### config.mk
export PLATFORM = sky130hd
export DESIGN_NAME = decode_stage_pipe_flat
export DESIGN_NICKNAME = d
export VERILOG_FILES = /design/src/rtl/decode_stage_pipe_if.sv /design/src/rtl/decode_stage_pipe.sv /design/src/flat_wrapper.sv
export SDC_FILE = /design/constraint.sdc
export NUM_CORES = 1
export LEC_CHECK = 0
export CORE_ASPECT_RATIO = 1.5
export CORE_MARGIN = 2
export CORE_UTILIZATION = 40
export CTS_BUF_LIST = sky130_fd_sc_hd__clkbuf_8
export DETAILED_ROUTE_END_ITERATION = 10
export PLACE_DENSITY = 0.83
export SLEW_MARGIN = 20
export SYNTH_ARGS = -nofsm -noshare
export SYNTH_HDL_FRONTEND = slang
export SYNTH_SLANG_ARGS = --single-unit
### constraint.sdc
create_clock -name clock -period 4.4 [get_ports clock]
set_clock_uncertainty 0.05 [all_clocks]
set_input_delay 0.88 -clock clock [delete_from_list [all_inputs] [get_ports clock]]
set_output_delay 0.88 -clock clock [all_outputs]
set_load 0.02 [all_outputs]
### src/rtl/decode_stage_pipe_if.sv
// Fetch/decode/execute handshake and control bundle for decode_stage_pipe.
// slave = decode stage view, master = surrounding pipeline (or testbench) view.
interface decode_stage_pipe_if #(
    parameter int XLEN  = 32,
    parameter int CNT_W = 16
);
    logic             if_valid;
    logic [31:0]      if_inst;
    logic [XLEN-1:0]  if_pc;
    logic             id_ready;
    logic             flush;
    logic             ex_ready;
    logic             ex_valid;
    logic [XLEN-1:0]  ex_pc;
    logic [4:0]       ex_rd;
    logic [4:0]       ex_rs1;
    logic [4:0]       ex_rs2;
    logic [2:0]       ex_funct3;
    logic [XLEN-1:0]  ex_imm;
    logic [4:0]       ex_alu_sel;
    logic             ex_b_sel;
    logic             ex_pc_a_sel;
    logic [1:0]       ex_wb_sel;
    logic             ex_reg_we;
    logic             ex_mem_we;
    logic             ex_mem_re;
    logic             ex_is_branch;
    logic             ex_is_jump;
    logic             ex_illegal;
    logic [CNT_W-1:0] stall_cnt;
    logic [CNT_W-1:0] bubble_cnt;

    modport slave (
        input  if_valid, if_inst, if_pc, flush, ex_ready,
        output id_ready, ex_valid, ex_pc, ex_rd, ex_rs1, ex_rs2, ex_funct3, ex_imm,
               ex_alu_sel, ex_b_sel, ex_pc_a_sel, ex_wb_sel, ex_reg_we, ex_mem_we,
               ex_mem_re, ex_is_branch, ex_is_jump, ex_illegal, stall_cnt, bubble_cnt
    );

    modport master (
        output if_valid, if_inst, if_pc, flush, ex_ready,
        input  id_ready, ex_valid, ex_pc, ex_rd, ex_rs1, ex_rs2, ex_funct3, ex_imm,
               ex_alu_sel, ex_b_sel, ex_pc_a_sel, ex_wb_sel, ex_reg_we, ex_mem_we,
               ex_mem_re, ex_is_branch, ex_is_jump, ex_illegal, stall_cnt, bubble_cnt
    );
endinterface

### src/rtl/decode_stage_pipe.sv
// Registered RV32I/RV64I decode stage with load-use interlock, flush and perf counters.
// Define DECODE_M_EXT_EN to accept OP funct7=0000001 (M extension) instead of flagging it illegal.
module decode_stage_pipe #(
    parameter int XLEN  = 32,
    parameter int CNT_W = 16
) (
    input  logic               clock,
    input  logic               reset,
    decode_stage_pipe_if.slave bus
);
`ifdef DECODE_M_EXT_EN
    localparam bit M_EN = 1'b1;
`else
    localparam bit M_EN = 1'b0;
`endif

    localparam logic [6:0] OPC_LUI    = 7'b0110111;
    localparam logic [6:0] OPC_AUIPC  = 7'b0010111;
    localparam logic [6:0] OPC_JAL    = 7'b1101111;
    localparam logic [6:0] OPC_JALR   = 7'b1100111;
    localparam logic [6:0] OPC_BRANCH = 7'b1100011;
    localparam logic [6:0] OPC_LOAD   = 7'b0000011;
    localparam logic [6:0] OPC_STORE  = 7'b0100011;
    localparam logic [6:0] OPC_OPIMM  = 7'b0010011;
    localparam logic [6:0] OPC_OP     = 7'b0110011;
    localparam logic [6:0] OPC_FENCE  = 7'b0001111;
    localparam logic [6:0] OPC_SYSTEM = 7'b1110011;

    typedef enum logic {ST_RUN, ST_BUBBLE} state_t;

    typedef struct packed {
        logic [XLEN-1:0] pc;
        logic [4:0]      rd;
        logic [4:0]      rs1;
        logic [4:0]      rs2;
        logic [2:0]      funct3;
        logic [XLEN-1:0] imm;
        logic [4:0]      alu_sel;
        logic            b_sel;
        logic            pc_a_sel;
        logic [1:0]      wb_sel;
        logic            reg_we;
        logic            mem_we;
        logic            mem_re;
        logic            is_branch;
        logic            is_jump;
        logic            illegal;
    } ctrl_t;

    logic [31:0]     inst;
    logic [6:0]      opc;
    logic [2:0]      f3;
    logic            is_mul;
    logic [XLEN-1:0] imm_i, imm_s, imm_b, imm_u, imm_j;
    ctrl_t           dec;

    assign inst   = bus.if_inst;
    assign opc    = inst[6:0];
    assign f3     = inst[14:12];
    assign is_mul = (opc == OPC_OP) && (inst[31:25] == 7'b0000001);
    assign imm_i  = XLEN'($signed(inst[31:20]));
    assign imm_s  = XLEN'($signed({inst[31:25], inst[11:7]}));
    assign imm_b  = XLEN'($signed({inst[31], inst[7], inst[30:25], inst[11:8], 1'b0}));
    assign imm_u  = XLEN'($signed({inst[31:12], 12'b0}));
    assign imm_j  = XLEN'($signed({inst[31], inst[19:12], inst[20], inst[30:21], 1'b0}));

    always_comb begin
        dec        = '0;
        dec.pc     = bus.if_pc;
        dec.funct3 = f3;
        case (opc)
            OPC_LUI: begin
                dec.rd = inst[11:7]; dec.imm = imm_u; dec.b_sel = 1'b1;
                dec.wb_sel = 2'd1; dec.reg_we = 1'b1;
            end
            OPC_AUIPC: begin
                dec.rd = inst[11:7]; dec.imm = imm_u; dec.b_sel = 1'b1; dec.pc_a_sel = 1'b1;
                dec.wb_sel = 2'd1; dec.reg_we = 1'b1;
            end
            OPC_JAL: begin
                dec.rd = inst[11:7]; dec.imm = imm_j; dec.b_sel = 1'b1; dec.pc_a_sel = 1'b1;
                dec.wb_sel = 2'd2; dec.reg_we = 1'b1; dec.is_jump = 1'b1;
            end
            OPC_JALR: begin
                dec.rd = inst[11:7]; dec.rs1 = inst[19:15]; dec.imm = imm_i; dec.b_sel = 1'b1;
                dec.wb_sel = 2'd2; dec.reg_we = 1'b1; dec.is_jump = 1'b1;
            end
            OPC_BRANCH: begin
                dec.rs1 = inst[19:15]; dec.rs2 = inst[24:20]; dec.imm = imm_b;
                dec.b_sel = 1'b1; dec.pc_a_sel = 1'b1; dec.is_branch = 1'b1;
            end
            OPC_LOAD: begin
                dec.rd = inst[11:7]; dec.rs1 = inst[19:15]; dec.imm = imm_i; dec.b_sel = 1'b1;
                dec.wb_sel = 2'd0; dec.reg_we = 1'b1; dec.mem_re = 1'b1;
            end
            OPC_STORE: begin
                dec.rs1 = inst[19:15]; dec.rs2 = inst[24:20]; dec.imm = imm_s;
                dec.b_sel = 1'b1; dec.mem_we = 1'b1;
            end
            OPC_OPIMM: begin
                dec.rd = inst[11:7]; dec.rs1 = inst[19:15]; dec.imm = imm_i; dec.b_sel = 1'b1;
                dec.wb_sel = 2'd1; dec.reg_we = 1'b1;
                // funct7[5] only selects SRA vs SRL on shift-immediates; elsewhere it is imm data
                dec.alu_sel = {1'b0, inst[30] & ((f3 == 3'b001) | (f3 == 3'b101)), f3};
            end
            OPC_OP: begin
                dec.rd = inst[11:7]; dec.rs1 = inst[19:15]; dec.rs2 = inst[24:20];
                dec.wb_sel = 2'd1; dec.reg_we = 1'b1;
                dec.alu_sel = {is_mul, inst[30], f3};
                dec.illegal = is_mul & ~M_EN;
            end
            OPC_FENCE, OPC_SYSTEM: ;
            default: dec.illegal = 1'b1;
        endcase
        if (dec.illegal) begin
            dec         = '0;
            dec.pc      = bus.if_pc;
            dec.funct3  = f3;
            dec.illegal = 1'b1;
        end
    end

    state_t state_reg, state_next;
    logic   ex_valid_reg;
    ctrl_t  ex_reg;
    logic   adv, haz, id_ready, accept, load_bubble;

    assign adv = ~ex_valid_reg | bus.ex_ready;
    // Unused source fields decode as x0, so they can never match a nonzero load rd
    assign haz = bus.if_valid & ex_valid_reg & ex_reg.mem_re & (ex_reg.rd != 5'd0) &
                 ((ex_reg.rd == dec.rs1) | (ex_reg.rd == dec.rs2));

    always_comb begin
        state_next  = state_reg;
        id_ready    = 1'b0;
        load_bubble = 1'b0;
        if (reset) begin
            state_next = ST_RUN;
        end else if (bus.flush) begin
            state_next = ST_RUN;
        end else begin
            case (state_reg)
                ST_RUN: begin
                    id_ready = adv & ~haz;
                    if (adv & haz) begin
                        state_next  = ST_BUBBLE;
                        load_bubble = 1'b1;
                    end
                end
                ST_BUBBLE: begin
                    id_ready = adv;
                    if (adv) state_next = ST_RUN;
                end
                default: state_next = ST_RUN;
            endcase
        end
    end

    assign accept = bus.if_valid & id_ready;

    always_ff @(posedge clock) begin
        if (reset) begin
            state_reg    <= ST_RUN;
            ex_valid_reg <= 1'b0;
            ex_reg       <= '0;
        end else begin
            state_reg <= state_next;
            if (bus.flush) begin
                ex_valid_reg <= 1'b0;
                ex_reg       <= '0;
            end else if (accept) begin
                ex_valid_reg <= 1'b1;
                ex_reg       <= dec;
            end else if (adv) begin
                ex_valid_reg <= 1'b0;
                ex_reg       <= '0;
            end
        end
    end

    logic [1:0]            cnt_inc;
    logic [1:0][CNT_W-1:0] cnt_val;

    assign cnt_inc[0] = bus.if_valid & ~id_ready;
    assign cnt_inc[1] = load_bubble;

    genvar gi;
    generate
        for (gi = 0; gi < 2; gi++) begin : g_cnt
            logic [CNT_W-1:0] cnt_reg;
            always_ff @(posedge clock) begin
                if (reset)
                    cnt_reg <= '0;
                else if (cnt_inc[gi] && (cnt_reg != {CNT_W{1'b1}}))
                    cnt_reg <= cnt_reg + CNT_W'(1);
            end
            assign cnt_val[gi] = cnt_reg;
        end
    endgenerate

    assign bus.id_ready     = id_ready;
    assign bus.ex_valid     = ex_valid_reg;
    assign bus.ex_pc        = ex_reg.pc;
    assign bus.ex_rd        = ex_reg.rd;
    assign bus.ex_rs1       = ex_reg.rs1;
    assign bus.ex_rs2       = ex_reg.rs2;
    assign bus.ex_funct3    = ex_reg.funct3;
    assign bus.ex_imm       = ex_reg.imm;
    assign bus.ex_alu_sel   = ex_reg.alu_sel;
    assign bus.ex_b_sel     = ex_reg.b_sel;
    assign bus.ex_pc_a_sel  = ex_reg.pc_a_sel;
    assign bus.ex_wb_sel    = ex_reg.wb_sel;
    assign bus.ex_reg_we    = ex_reg.reg_we;
    assign bus.ex_mem_we    = ex_reg.mem_we;
    assign bus.ex_mem_re    = ex_reg.mem_re;
    assign bus.ex_is_branch = ex_reg.is_branch;
    assign bus.ex_is_jump   = ex_reg.is_jump;
    assign bus.ex_illegal   = ex_reg.illegal;
    assign bus.stall_cnt    = cnt_val[0];
    assign bus.bubble_cnt   = cnt_val[1];
endmodule
### src/flat_wrapper.sv
// flat-port wrapper written by rule: the top's interface ports become plain ports
module decode_stage_pipe_flat 
#(
    parameter int XLEN  = 32,
    parameter int CNT_W = 16
)
  (clock, reset, bus_if_valid, bus_if_inst, bus_if_pc, bus_flush, bus_ex_ready, bus_id_ready, bus_ex_valid, bus_ex_pc, bus_ex_rd, bus_ex_rs1, bus_ex_rs2, bus_ex_funct3, bus_ex_imm, bus_ex_alu_sel, bus_ex_b_sel, bus_ex_pc_a_sel, bus_ex_wb_sel, bus_ex_reg_we, bus_ex_mem_we, bus_ex_mem_re, bus_ex_is_branch, bus_ex_is_jump, bus_ex_illegal, bus_stall_cnt, bus_bubble_cnt);
  decode_stage_pipe_if #(.XLEN(XLEN), .CNT_W(CNT_W)) bus_i ();
  input  logic clock;
  input  logic reset;
  input wire logic [$bits(bus_i.if_valid)-1:0] bus_if_valid;
  input wire logic [$bits(bus_i.if_inst)-1:0] bus_if_inst;
  input wire logic [$bits(bus_i.if_pc)-1:0] bus_if_pc;
  input wire logic [$bits(bus_i.flush)-1:0] bus_flush;
  input wire logic [$bits(bus_i.ex_ready)-1:0] bus_ex_ready;
  output wire logic [$bits(bus_i.id_ready)-1:0] bus_id_ready;
  output wire logic [$bits(bus_i.ex_valid)-1:0] bus_ex_valid;
  output wire logic [$bits(bus_i.ex_pc)-1:0] bus_ex_pc;
  output wire logic [$bits(bus_i.ex_rd)-1:0] bus_ex_rd;
  output wire logic [$bits(bus_i.ex_rs1)-1:0] bus_ex_rs1;
  output wire logic [$bits(bus_i.ex_rs2)-1:0] bus_ex_rs2;
  output wire logic [$bits(bus_i.ex_funct3)-1:0] bus_ex_funct3;
  output wire logic [$bits(bus_i.ex_imm)-1:0] bus_ex_imm;
  output wire logic [$bits(bus_i.ex_alu_sel)-1:0] bus_ex_alu_sel;
  output wire logic [$bits(bus_i.ex_b_sel)-1:0] bus_ex_b_sel;
  output wire logic [$bits(bus_i.ex_pc_a_sel)-1:0] bus_ex_pc_a_sel;
  output wire logic [$bits(bus_i.ex_wb_sel)-1:0] bus_ex_wb_sel;
  output wire logic [$bits(bus_i.ex_reg_we)-1:0] bus_ex_reg_we;
  output wire logic [$bits(bus_i.ex_mem_we)-1:0] bus_ex_mem_we;
  output wire logic [$bits(bus_i.ex_mem_re)-1:0] bus_ex_mem_re;
  output wire logic [$bits(bus_i.ex_is_branch)-1:0] bus_ex_is_branch;
  output wire logic [$bits(bus_i.ex_is_jump)-1:0] bus_ex_is_jump;
  output wire logic [$bits(bus_i.ex_illegal)-1:0] bus_ex_illegal;
  output wire logic [$bits(bus_i.stall_cnt)-1:0] bus_stall_cnt;
  output wire logic [$bits(bus_i.bubble_cnt)-1:0] bus_bubble_cnt;
  assign bus_i.if_valid = bus_if_valid;
  assign bus_i.if_inst = bus_if_inst;
  assign bus_i.if_pc = bus_if_pc;
  assign bus_i.flush = bus_flush;
  assign bus_i.ex_ready = bus_ex_ready;
  assign bus_id_ready = bus_i.id_ready;
  assign bus_ex_valid = bus_i.ex_valid;
  assign bus_ex_pc = bus_i.ex_pc;
  assign bus_ex_rd = bus_i.ex_rd;
  assign bus_ex_rs1 = bus_i.ex_rs1;
  assign bus_ex_rs2 = bus_i.ex_rs2;
  assign bus_ex_funct3 = bus_i.ex_funct3;
  assign bus_ex_imm = bus_i.ex_imm;
  assign bus_ex_alu_sel = bus_i.ex_alu_sel;
  assign bus_ex_b_sel = bus_i.ex_b_sel;
  assign bus_ex_pc_a_sel = bus_i.ex_pc_a_sel;
  assign bus_ex_wb_sel = bus_i.ex_wb_sel;
  assign bus_ex_reg_we = bus_i.ex_reg_we;
  assign bus_ex_mem_we = bus_i.ex_mem_we;
  assign bus_ex_mem_re = bus_i.ex_mem_re;
  assign bus_ex_is_branch = bus_i.ex_is_branch;
  assign bus_ex_is_jump = bus_i.ex_is_jump;
  assign bus_ex_illegal = bus_i.ex_illegal;
  assign bus_stall_cnt = bus_i.stall_cnt;
  assign bus_bubble_cnt = bus_i.bubble_cnt;
  decode_stage_pipe #(.XLEN(XLEN), .CNT_W(CNT_W)) u_core (.clock(clock), .reset(reset), .bus(bus_i));
endmodule
**After elaboration in Yosys (flattened, before gate mapping)**

Index checks and enable logic that the tools add are counted.

- Bitwise gates (word level): 16
- Reduce and logical (&&, ||, !) cells: 16
- $lt $le $gt $ge: 0
- Add/subtract/negate cells: 2
- Shift-type cells: 0
- Div/mod/pow operators: 0
- Eq/ne operators: 18
- Mux-type cells: 27
- $mul: 0

Operator list:

| cell | count |
|---|---|
| 97-bit two-way mux | 2 |
| 32-bit one-hot mux with 5 select lines | 1 |
| 65-bit two-way mux | 1 |
| 16-bit by 1-bit adder with 16-bit output, second input constant | 2 |
| 16-bit inequality test, second input constant | 2 |
| 7-bit == test, second input constant | 4 |
| 7-bit by 6-bit == test with 1-bit output, second input constant | 3 |
| 1-bit two-way mux | 15 |
| 5-bit two-way mux | 3 |
| 7-bit by 5-bit == test with 1-bit output, second input constant | 2 |
| 5-bit == test | 2 |
| 5-bit one-hot mux with 2 select lines | 1 |
| 10-bit OR reduction | 1 |
| 1-bit bitwise AND | 9 |
| 3-bit one-hot mux with 3 select lines | 1 |
| 3-bit OR reduction | 3 |
| 8-bit OR reduction | 1 |
| 7-bit by 1-bit == test with 1-bit output, second input constant | 1 |
| 7-bit by 2-bit == test with 1-bit output, second input constant | 1 |
| 7-bit by 4-bit == test with 1-bit output, second input constant | 1 |
| 7-bit OR reduction | 1 |
| 1-bit one-hot mux with 2 select lines | 3 |
| 2-bit OR reduction | 3 |
| 6-bit OR reduction | 1 |
| other kinds (8) | 15 |

- Bits in read-only memories: 0
- Memories kept: 0
- Bits in registers: 131
- Memory bits (writable): 0
- Bits in latches: 0

**Longest topological paths before layout**

Gate-level depths: netlist of run 1.

- Depth in word-level cells: 16
- Mapped depth: 11
- Gate-level depth less buffers: 8

**Least setup slack after synthesis of run 1**

Ideal clock, no wire load.

- Kind: input-to-output
- From: input port bus_if_inst[28]
- To: output port bus_id_ready
- Arrival time: 2.779 ns
- Cell stages on the path: 7
- Data required time: 3.470 ns
- Slack: 0.691 ns
- Path buffers: 0
- Cell sequence: or4_4 > nor4_2 > or2_2 > o41ai_2 > a32oi_2 > nor2_1 > nor2_1

- Cells in the longest elaborated chain, start to end: 12
- Elaborated cells between the ends (all ways): 13
- Classes of those cells: eq/ne: 3; mux: 5; bitwise: 4; reduce/logical: 1

RTL lines:

| item | RTL line | source |
|---|---|---|
| from (decl) | flat_wrapper.sv:12 | `input wire logic [$bits(bus_i.if_inst)-1:0] bus_if_inst;` |
| 7-bit by 1-bit == test with 1-bit output (*) | decode_stage_pipe.sv:60 | `assign is_mul = (opc == OPC_OP) && (inst[31:25] == 7'b0000001);` |
| 1-bit logical AND (*) | decode_stage_pipe.sv:60 |  |
| 1-bit one-hot mux with 2 select lines (*) | decode_stage_pipe.sv:71 | `case (opc)` |
| 65-bit two-way mux (*) | decode_stage_pipe.sv:115 | `if (dec.illegal) begin` |
| 5-bit == test | decode_stage_pipe.sv:131 | `((ex_reg.rd == dec.rs1) \| (ex_reg.rd == dec.rs2));` |
| 1-bit OR (*) | decode_stage_pipe.sv:131 |  |
| 1-bit bitwise AND (*) | decode_stage_pipe.sv:130 | `assign haz = bus.if_valid & ex_valid_reg & ex_reg.mem_re & (ex_reg.rd != 5'd0) &` |
| 1-bit inverter (*) | decode_stage_pipe.sv:144 | `id_ready = adv & ~haz;` |
| 1-bit bitwise AND (*) | decode_stage_pipe.sv:144 |  |
| 1-bit one-hot mux with 2 select lines (*) | decode_stage_pipe.sv:142 | `case (state_reg)` |
| 1-bit two-way mux (*) | decode_stage_pipe.sv:139 | `end else if (bus.flush) begin` |
| 1-bit two-way mux (*) | decode_stage_pipe.sv:137 | `if (reset) begin` |
| to (decl) | flat_wrapper.sv:16 | `output wire logic [$bits(bus_i.id_ready)-1:0] bus_id_ready;` |

Every way passes the cells marked *; elsewhere a longest branch is shown, timed or not.

**Worst setup path in the final report of run 1**

Same ends and word-level chain as after synthesis.

==> reports/qor.yml, run 1 <==
drt_wl_total_mm: 17.44
clockBufferDepth: 2
yosysTopAreaCellShare_pct: 47.33
maxCapViolCount: 0
finalSetupViolCount: 0
synth_nets: 667
path_clk_slew_ns: 0.07
drc: 0
worst_slack_ns: 0.1177
num_antenna_cells: 0
fmax_mhz: 233.5
reg2reg_slack_ns: 1.54
critPathMaxFanout: 3
worstRegToRegCells: 9
start_kind: "input port"
fin_area_mm2: 0.008202
place_congestion: 1.003
total_power_mw: 2.351
final_nets: 882
drt_iter0_drc: 250
placementRows: 52
synth_seq_cells: 130
grt_pass1_vias: 5211
dieArea_mm2: 0.01472
grt-ovfl-total: 0
holdCritStartpoint: "u_core.bus.ex_imm[30]$_SDFFE_PP0P_"
crit_chain: "clkdlybuf4s50_1 > or4_4 > nor4_4 > or2_1 > o21ai_0 > a32oi_2 > nor2_1 > nor2_1 > dlygate4sd2_1"
cts_tree: "yes"
slowest_stage: "or4_4"
syn-cell-area_mm2: 0.005499
ir_drop_mv: 0.2021
cts_setup_buffers: 0
antenna_found_initial: 0
core_mm2: 0.01347
max-slew-margin-rel_pct: 55.12
syn_avg_cell_area_um2: 9.227
synthTopCellsByCount: "dfxtp_1 (130), nand2_1 (57), a22o_1 (54)"
rsz0062_at_grt: "no"
h-tree-depth: 4
status: "finished, final reports clean"
min_period_over_period_pct: 97.33
clk_latency_ns: 0.43
port-buffer-count: 199
reg2reg_to: "u_core.bus.bubble_cnt[13]$_SDFFE_PP0P_"
hold_depth: 2
yosysSeqAreaShare_pct: 47.33
place_area_mm2: 0.007833
dr.pass1.iters: 4
slowest_delay_ns: 0.59
place_ws_ns: -0.2005
grt_usage_pct: 23.29
pwr_density_cell_mw_per_mm2: 286.7
worstHoldEndpoint: "u_core.bus.ex_imm[30]$_SDFFE_PP0P_"
synth_area_leader_cell: "dfxtp_1"
yosysWarnings: 0
ant_nets: 0
hpwl_mm: 12.72
fin_util_pct: 60.90
critPathArrivalTime_ns: 3.35
hold_viol: 0
async_reset_ff_share_pct: 0
cts_root_buffer: "clkbuf_8"
worstPathRequired_ns: 3.47
fin_cells: 986
synth_area_leaders: "dfxtp_1 (47%), a22o_1 (8.6%), o21ai_0 (3.9%)"
ys.flop_type: "dfxtp_1"
tightestPinTransition_ns: 0.6713
start_util_pct: 40.83
grt_max_degree: 98
nFillCells: 1180
leakagePower_nw: 2.897
grt_pass1_wl_mm: 27.41
vias: 5542
yosys.cell_count.top_type: "dfxtp_1"
wl_per_cell_um: 17.68
die_height_um: 147.6
drive_gt1_share_pct: 11.04
min_path_type: "reg -> reg"
ios: 200
via_per_inst: 5.621
area_growth_syn_to_layout_pct: 49.15
slew_violations: 0
cp-end-kind: "primary output"
final.min_clock_period_ns: 4.282
numCtsBuffers: 17
synth_cell_types: 62
critPathKind: "in -> out"
synth_cells: 596
die_w_um: 99.74
crit_top_cell: "nor2_1"
synth_edf_count: 0
rr_startpoint: "u_core.bus.ex_rd[3]$_SDFFE_PP0P_"
cts_sinks: 130
place_inst: 954
==> layout by cell type, fill, tap and decap left out, types with 6 or more instances in the layout <==
cell	instances
buf_4	33
a22o_1	54
o31ai_1	14
or2_2	6
clkbuf_8	19
and3_1	6
dfxtp_1	130
inv_1	8
o21ai_0	43
nand4_1	6
nand2_1	57
clkdlybuf4s50_1	198
nand3_1	11
nor2_1	35
and4_1	6
nor2b_1	14
nor3_1	10
nor4_1	7
a32o_1	12
a21oi_1	41
a22oi_1	6
or3_1	8
==> metrics by stage <==
stage	TNS, ns	hold slack (ns)
after floorplan	0	0.3661
after global placement	-0.2097	0.3824
after detailed placement	-0.2005	0.3908
after CTS	0	0.4085
after global routing	0	0.4291
final	0	0.4062
==> cells by family (layout without fill, tap and decap cells) <==
kind of cell	Yosys count	in the layout	synth area share (%)
AO/OA/AOI/OAI	196	196	25.30
XOR/XNOR	7	7	1.115
adder cells (fa/ha/maj)	2	2	0.4550
buffers and inverters	46	274	3.481
flip-flops	130	130	47.33
multiplexers	10	10	2.048
AND/OR/NAND/NOR	205	205	20.27
==> worst max-delay path, delay by kind of cell <==
kind                   cells  cell delay [ns]
and+or+nand+nor            5             1.32
buffers and inverters      2             0.79
AOI/OAI and AO/OA          2             0.36
==> cell type report <==
cell class	count	area (µm²)	area share (%)
flip-flops and latches	130	2603	31.73
well taps	162	202.7	2.471
multi-input cells	420	2726	33.24
repair buffers	234	2278	27.78
clock inverters	13	100.1	1.220
inverters	8	30.03	0.3661
clock buffers	19	261.5	3.188
==> routing by layer <==
layer / routed length, µm / share of wire (%) / up-vias / global-route usage [%]
met5: 0 / 0 / - / 0
met4: 403 / 2.3 / 0 / 8.836
met2: 9064 / 52 / 171 / 40.17
li1: - / - / 2677 / -
met3: 846 / 4.9 / 27 / 6.052
met1: 7122 / 41 / 2667 / 27.55
==> power breakdown <==
group | internal (mW) | switching (mW) | total (mW)
Combinational | 0.117 | 0.113 | 0.230
Clock | 0.427 | 0.497 | 0.924
Sequential | 1.19 | 0.00914 | 1.20
==> repair_timing <==
item	in CTS	in global routing
hold buffers	0	0
gates resized for setup	2	0
setup endpoints to repair	1	0
==> worst max path at each step <==
stage	from	end	slack [ns]	cells after the start
5_1_grt	bus_if_inst[28]	bus_id_ready	0.005	9
3_3_place_gp	bus_if_inst[28]	bus_id_ready	-0.21	9
2_1_floorplan	bus_if_inst[28]	bus_id_ready	0.69	7
6_report	bus_if_inst[28]	bus_id_ready	0.12	9
3_5_place_dp	bus_if_inst[28]	bus_id_ready	-0.20	9
4_1_cts	bus_if_inst[28]	bus_id_ready	0.13	9
(Power assumes the default switching activity.)
==> inputs of run 2 (changes only) <==
- CELL_PAD_IN_SITES_DETAIL_PLACEMENT: default -> 2
- CELL_PAD_IN_SITES_GLOBAL_PLACEMENT: default -> 2
- CORE_MARGIN: 2 -> default
- CORE_UTILIZATION: 40 -> 29
- PLACE_DENSITY: 0.83 -> 0.95
==> run 2 against run 1 <==
- via count grew 3.2%
- worst hold slack improved by 0.0057 ns
- setup slack improved by 0.13 ns
- critical path depth is the same
- cell area grew 1.8%
- clock power increased by 7.1%
- final cell count increased by 9.3%
- sequential share of layout area fell by 0.57 points
- critical endpoint unchanged
==> reports/qor.yml, run 2 (same netlist as run 1, synthesis figures left out) <==
status: "finished, final reports clean"
max-slew-margin-rel_pct: 54.21  # -0.91 points
rsz0062_at_grt: "no"
numCtsBuffers: 17  # unchanged
ios: 200  # unchanged
grt_max_degree: 98  # unchanged
critPathMaxFanout: 3  # unchanged
cts_root_buffer: "clkbuf_8"
pwr_density_cell_mw_per_mm2: 291.1  # +1.5%
area_growth_syn_to_layout_pct: 51.88
slew_violations: 0  # unchanged
switchingPower_mw: 0.6738  # +8.8%
top_layer_used: "met4"
finalSetupViolCount: 0  # unchanged
fin_area_mm2: 0.008352  # +1.8%
via_per_inst: 5.306  # -5.6%
place_ws_ns: -0.2215  # -0.02092 ns
final_common_cell: "clkdlybuf4s50_1"
hold_ws_ns: 0.4120  # +0.005733 ns
grt_usage_pct: 25.05  # +1.8 points
wl_per_cell_um: 22.15  # +25%
met2WireLength_mm: 13.11  # +45%
worstPathRequired_ns: 3.47  # about the same
fmax_mhz: 240.7  # +3.1%
vias: 5720  # +3.2%
dieArea_mm2: 0.01953  # +33%
cp-end-kind: "primary output"
p_int_mw: 1.758  # +1.5%
drt-met1-wl_mm: 9.000  # +26%
reg2reg_slack_ns: 1.39  # -0.15 ns
cts_tree: "yes"
total_power_mw: 2.432  # +3.4%
critPathKind: "in -> out"
ir_drop_mv: 0.1445  # -29%
setup_tns_ns: 0  # unchanged
worstRegToRegCells: 10  # +1
drive_gt1_share_pct: 11.38  # +0.34 points
wl_met3_um: 786  # -7.1%
p_clk_share_pct: 40.7  # +1.4 points
grt_pass1_wl_mm: 36.61  # +34%
maxCapViolCount: 0  # unchanged
clk_latency_ns: 0.45  # +0.02 ns
reg2reg_to: "u_core.bus.bubble_cnt[0]$_SDFFE_PP0P_"
ant_nets: 0  # unchanged
place_inst: 1046  # +9.6%
seq_power_share_pct: 49.3  # -1.6 points
place_area_mm2: 0.007973  # +1.8%
num_antenna_cells: 0  # unchanged
drt_iter0_drc: 258  # +3.2%
die_height_um: 170.7  # +16%
antenna_found_initial: 0  # unchanged
start_kind: "input port"
dr.pass1.iters: 5  # +1
fin_util_pct: 45.03  # -16 points
hpwl_mm: 17.51  # +38%
worst_slack_ns: 0.2457  # +0.1280 ns
min_path_type: "reg -> reg"
fin_cells: 1078  # +9.3%
leakagePower_nw: 2.919  # +0.75%
start_util_pct: 29.65  # -11 points
rr_startpoint: "u_core.bus.ex_rd[3]$_SDFFE_PP0P_"
holdCritStartpoint: "u_core.bus.ex_imm[13]$_SDFFE_PP0P_"
worstHoldEndpoint: "u_core.bus.ex_imm[13]$_SDFFE_PP0P_"
swShare_pct: 27.71  # +1.4 points
placementRows: 61  # +17%
grt-ovfl-total: 0  # unchanged
die_w_um: 114.4  # +15%
final_nets: 884  # +0.23%
h-tree-depth: 4  # unchanged
pwr-share-comb_pct: 10.0  # +0.2 points
final_cell_mix: "clkdlybuf4s50_1 (198), dfxtp_1 (130), nand2_1 (57)"
drc: 0  # unchanged
hold_viol: 0  # unchanged
core_mm2: 0.01855  # +38%
port-buffer-count: 199  # unchanged
tightestPinTransition_ns: 0.6843  # +0.01305 ns
drt_wl_total_mm: 23.88  # +37%
critPathArrivalTime_ns: 3.22  # -0.13 ns
min_period_over_period_pct: 94.42  # -2.9 points
path_clk_slew_ns: 0.08  # about the same
final.min_clock_period_ns: 4.154  # -0.1280 ns
hold_depth: 2  # unchanged
cts_sinks: 130  # unchanged
place_congestion: 0.8819  # -12%
clockBufferDepth: 2  # unchanged
grt_pass1_vias: 6354  # +22%
-- run 2: worst max-delay path, stage by stage --
cell	delay, ns
clkdlybuf4s50_1	0.42
or4_4	0.59
nor4_4	0.31
or2_1	0.19
o21ai_0	0.14
a32oi_2	0.28
nor2_1	0.10
nor2_1	0.12
clkbuf_2	0.19
-- run 2: cell type report --
type	instances	area [µm²]
inverters	8	30.03
clock inverters	15	135.1
clock buffers	17	234.0
fillers	2014	10190
well taps	252	315.3
flip-flops and latches	130	2603
repair buffers	236	2302
multi-input cells	420	2733
-- run 2: how the worst max path moves through the flow --
stage	startpoint	to	cells after the start	slack [ns]
after floorplan	bus_if_inst[28]	bus_id_ready	7	0.69
after global placement	bus_if_inst[28]	bus_id_ready	9	-0.16
after detailed placement	bus_if_inst[28]	bus_id_ready	9	-0.22
after CTS	bus_if_inst[28]	bus_id_ready	9	0.04
after global routing	bus_if_inst[28]	bus_id_ready	9	0.11
final	bus_if_inst[28]	bus_id_ready	9	0.25
-- run 2: power groups by stage --
stage | combinational, mW | sequential (mW) | clock (mW)
floorplan | 0.0700 | 1.24 | 0
global placement | 0.231 | 1.22 | 0
detailed placement | 0.240 | 1.23 | 0
CTS | 0.242 | 1.20 | 1.02
global route | 0.257 | 1.20 | 1.07
finish | 0.243 | 1.20 | 0.990
-- run 2: metal layers --
metal	GRT usage, %	up-vias
met4	12.14	0
met2	47.40	157
li1	-	2661
met5	0	-
met3	5.313	54
met1	25.72	2848
-- run 2: repair_timing --
| action | 4_1_cts | 5_1_grt |
|---|---|---|
| buffers inserted | 0 | 0 |
| endpoints found under the setup margin | 1 | 1 |
| hold buffers | 0 | 0 |
| endpoints found under the hold margin | 0 | 0 |
| resized for setup | 1 | 4 |
==> inputs of run 3 (changes only) <==
- CORE_MARGIN: default -> 5
- MAX_ROUTING_LAYER: default -> met4
==> run 3 against run 2 <==
- sequential power about the same
- register-to-register slack got worse by 0.05 ns
- core utilization is essentially flat
- setup slack worse by 0.12 ns
- flip-flop and latch count unchanged
- critical endpoint unchanged
- critical path type unchanged
- clock power about the same
- global-route usage shrank 1.8 points
- first-iteration DRC count rose by 33%
- maximum frequency is 2.8% lower
- total power is essentially flat
- critical path depth is the same
- non-clock buffer count up 2
==> reports/qor.yml, run 3 (same netlist as run 1, synthesis figures left out) <==
status: "finished, final reports clean"
h-tree-depth: 4  # unchanged
ant_nets: 0  # unchanged
die_w_um: 122.4  # +7.0%
max-slew-margin-rel_pct: 46.56  # -7.6 points
final_nets: 886  # +0.23%
clk_latency_ns: 0.45  # about the same
pwr-share-comb_pct: 10.2  # +0.2 points
clockBufferDepth: 2  # unchanged
drt_wl_total_mm: 24.61  # +3.1%
path_clk_slew_ns: 0.07  # about the same
grt_pass1_wl_mm: 37.95  # +3.7%
p_clk_share_pct: 40.6  # about the same
slew_violations: 0  # unchanged
grt-ovfl-total: 0  # unchanged
dieArea_mm2: 0.02187  # +12%
critPathArrivalTime_ns: 3.35  # +0.13 ns
die_height_um: 178.7  # +4.7%
rsz0062_at_grt: "no"
area_growth_syn_to_layout_pct: 52.47
hpwl_mm: 18.04  # +3.1%
via_per_inst: 5.348  # +0.79%
grt_usage_pct: 23.29  # -1.8 points
wl_per_cell_um: 22.79  # +2.9%
drive_gt1_share_pct: 11.96  # +0.58 points
start_kind: "input port"
swShare_pct: 28.25  # +0.53 points
tightestPinTransition_ns: 0.7986  # +0.1143 ns
hold_buffers: 0  # unchanged
drt_iter0_drc: 343  # +33%
drc: 0  # unchanged
hold_viol: 0  # unchanged
core_mm2: 0.01862  # +0.41%
port-buffer-count: 199  # unchanged
seq_power_share_pct: 49.2  # about the same
final_common_cell: "clkdlybuf4s50_1"
final.min_clock_period_ns: 4.276  # +0.1218 ns
p_int_mw: 1.746  # -0.64%
hold_depth: 2  # unchanged
fin_cells: 1080  # +0.19%
min_period_over_period_pct: 97.19  # +2.8 points
nFillCells: 2038  # +1.2%
num_antenna_cells: 0  # unchanged
ir_drop_mv: 0.1572  # +8.8%
fmax_mhz: 233.9  # -2.8%
finalSetupViolCount: 0  # unchanged
ios: 200  # unchanged
maxCapViolCount: 0  # unchanged
cts_root_buffer: "clkbuf_8"
worstPathRequired_ns: 3.47  # about the same
vias: 5776  # +0.98%
critPathKind: "in -> out"
place_congestion: 0.8826  # about the same
critPathMaxFanout: 3  # unchanged
place_inst: 1048  # +0.19%
antenna_found_initial: 0  # unchanged
cts_sinks: 130  # unchanged
placementRows: 61  # unchanged
numCtsBuffers: 17  # unchanged
cp-end-kind: "primary output"
cts_setup_buffers: 0  # unchanged
min_path_type: "reg -> reg"
cts_tree: "yes"
dr.pass1.iters: 4  # -1
place_ws_ns: -0.3043  # -0.08278 ns
ctsResizeCount: 2  # +1
final_cell_mix: "clkdlybuf4s50_1 (198), dfxtp_1 (130), nand2_1 (57)"
start_util_pct: 29.53  # -0.12 points
worst_slack_ns: 0.1238  # -0.1218 ns
pwr_density_cell_mw_per_mm2: 290.3  # -0.29%
grt_max_degree: 98  # unchanged
leakagePower_nw: 2.932  # +0.46%
grt_pass1_vias: 6434  # +1.3%
worstRegToRegCells: 9  # -1
switchingPower_mw: 0.6874  # +2.0%
-- run 3: changes by cell type in the layout (fill, tap and decap cells not counted), moves of 2 or more --
cell / before / now
clkbuf_8: 17 / 19
inv_6: 4 / 7
buf_4: 34 / 36
clkinv_2: 2 / 0
-- run 3: layout make-up --
type	count	area (µm²)	area share, %
multi-input combinational	420	2745	32.74
sequential	130	2603	31.04
timing repair buffer	238	2317	27.64
tap	252	315.3	3.761
clock buffer	19	261.5	3.119
clock inverter	13	112.6	1.343
inverter	8	30.03	0.3582
-- run 3: routing by layer --
metal | vias up | track usage [%] | share of wire [%]
met4 | 0 | 9.155 | 3.2
met3 | 41 | 3.851 | 3.0
li1 | 2676 | - | -
met2 | 142 | 43.11 | 55
met5 | - | - | 0
met1 | 2917 | 24.37 | 38
-- run 3: path summary, 6_finish.rpt --
kind                                                        start                               endpoint  slack [ns]
worst max register to register   u_core.bus.ex_rd[3]$_SDFFE_PP0P_  u_core.bus.bubble_cnt[5]$_SDFFE_PP0P_        1.34
worst min-delay path            u_core.bus.ex_imm[3]$_SDFFE_PP0P_      u_core.bus.ex_imm[3]$_SDFFE_PP0P_        0.41
worst max-delay path                              bus_if_inst[28]                           bus_id_ready        0.12
worst min register to register  u_core.bus.ex_imm[3]$_SDFFE_PP0P_      u_core.bus.ex_imm[3]$_SDFFE_PP0P_        0.41
-- run 3: through the flow --
| step | hold WS, ns | util, % | TNS (ns) | cell area [µm²] | power, mW |
|---|---|---|---|---|---|
| 3_3_place_gp | 0.3781 | 42.92 | -0.2000 | 7993 | 1.459 |
| 4_1_cts | 0.4145 | 44.97 | 0 | 8374 | 2.464 |
| 3_5_place_dp | 0.3920 | 42.92 | -0.3422 | 7993 | 1.469 |
| 5_1_grt | 0.4411 | 45.02 | 0 | 8384 | 2.524 |
| 2_1_floorplan | 0.3661 | - | 0 | 5499 | 1.310 |
| 6_report | 0.4096 | 45.02 | 0 | 8384 | 2.434 |
-- run 3: worst max-delay path, cell delays in order --
cell and delay, ns:
clkdlybuf4s50_1 0.42, or4_4 0.58, nor4_4 0.33, or2_1 0.24
o21ai_0 0.15, a32oi_2 0.28, nor2_1 0.10, nor2_1 0.15
clkbuf_2 0.21
-- run 3: power groups by stage --
stage	clock network (mW)	registers, mW	logic [mW]
global placement	0	1.22	0.234
detailed placement	0	1.23	0.243
finish	0.988	1.20	0.247
floorplan	0	1.24	0.0700
CTS	1.02	1.20	0.247
global route	1.06	1.20	0.261
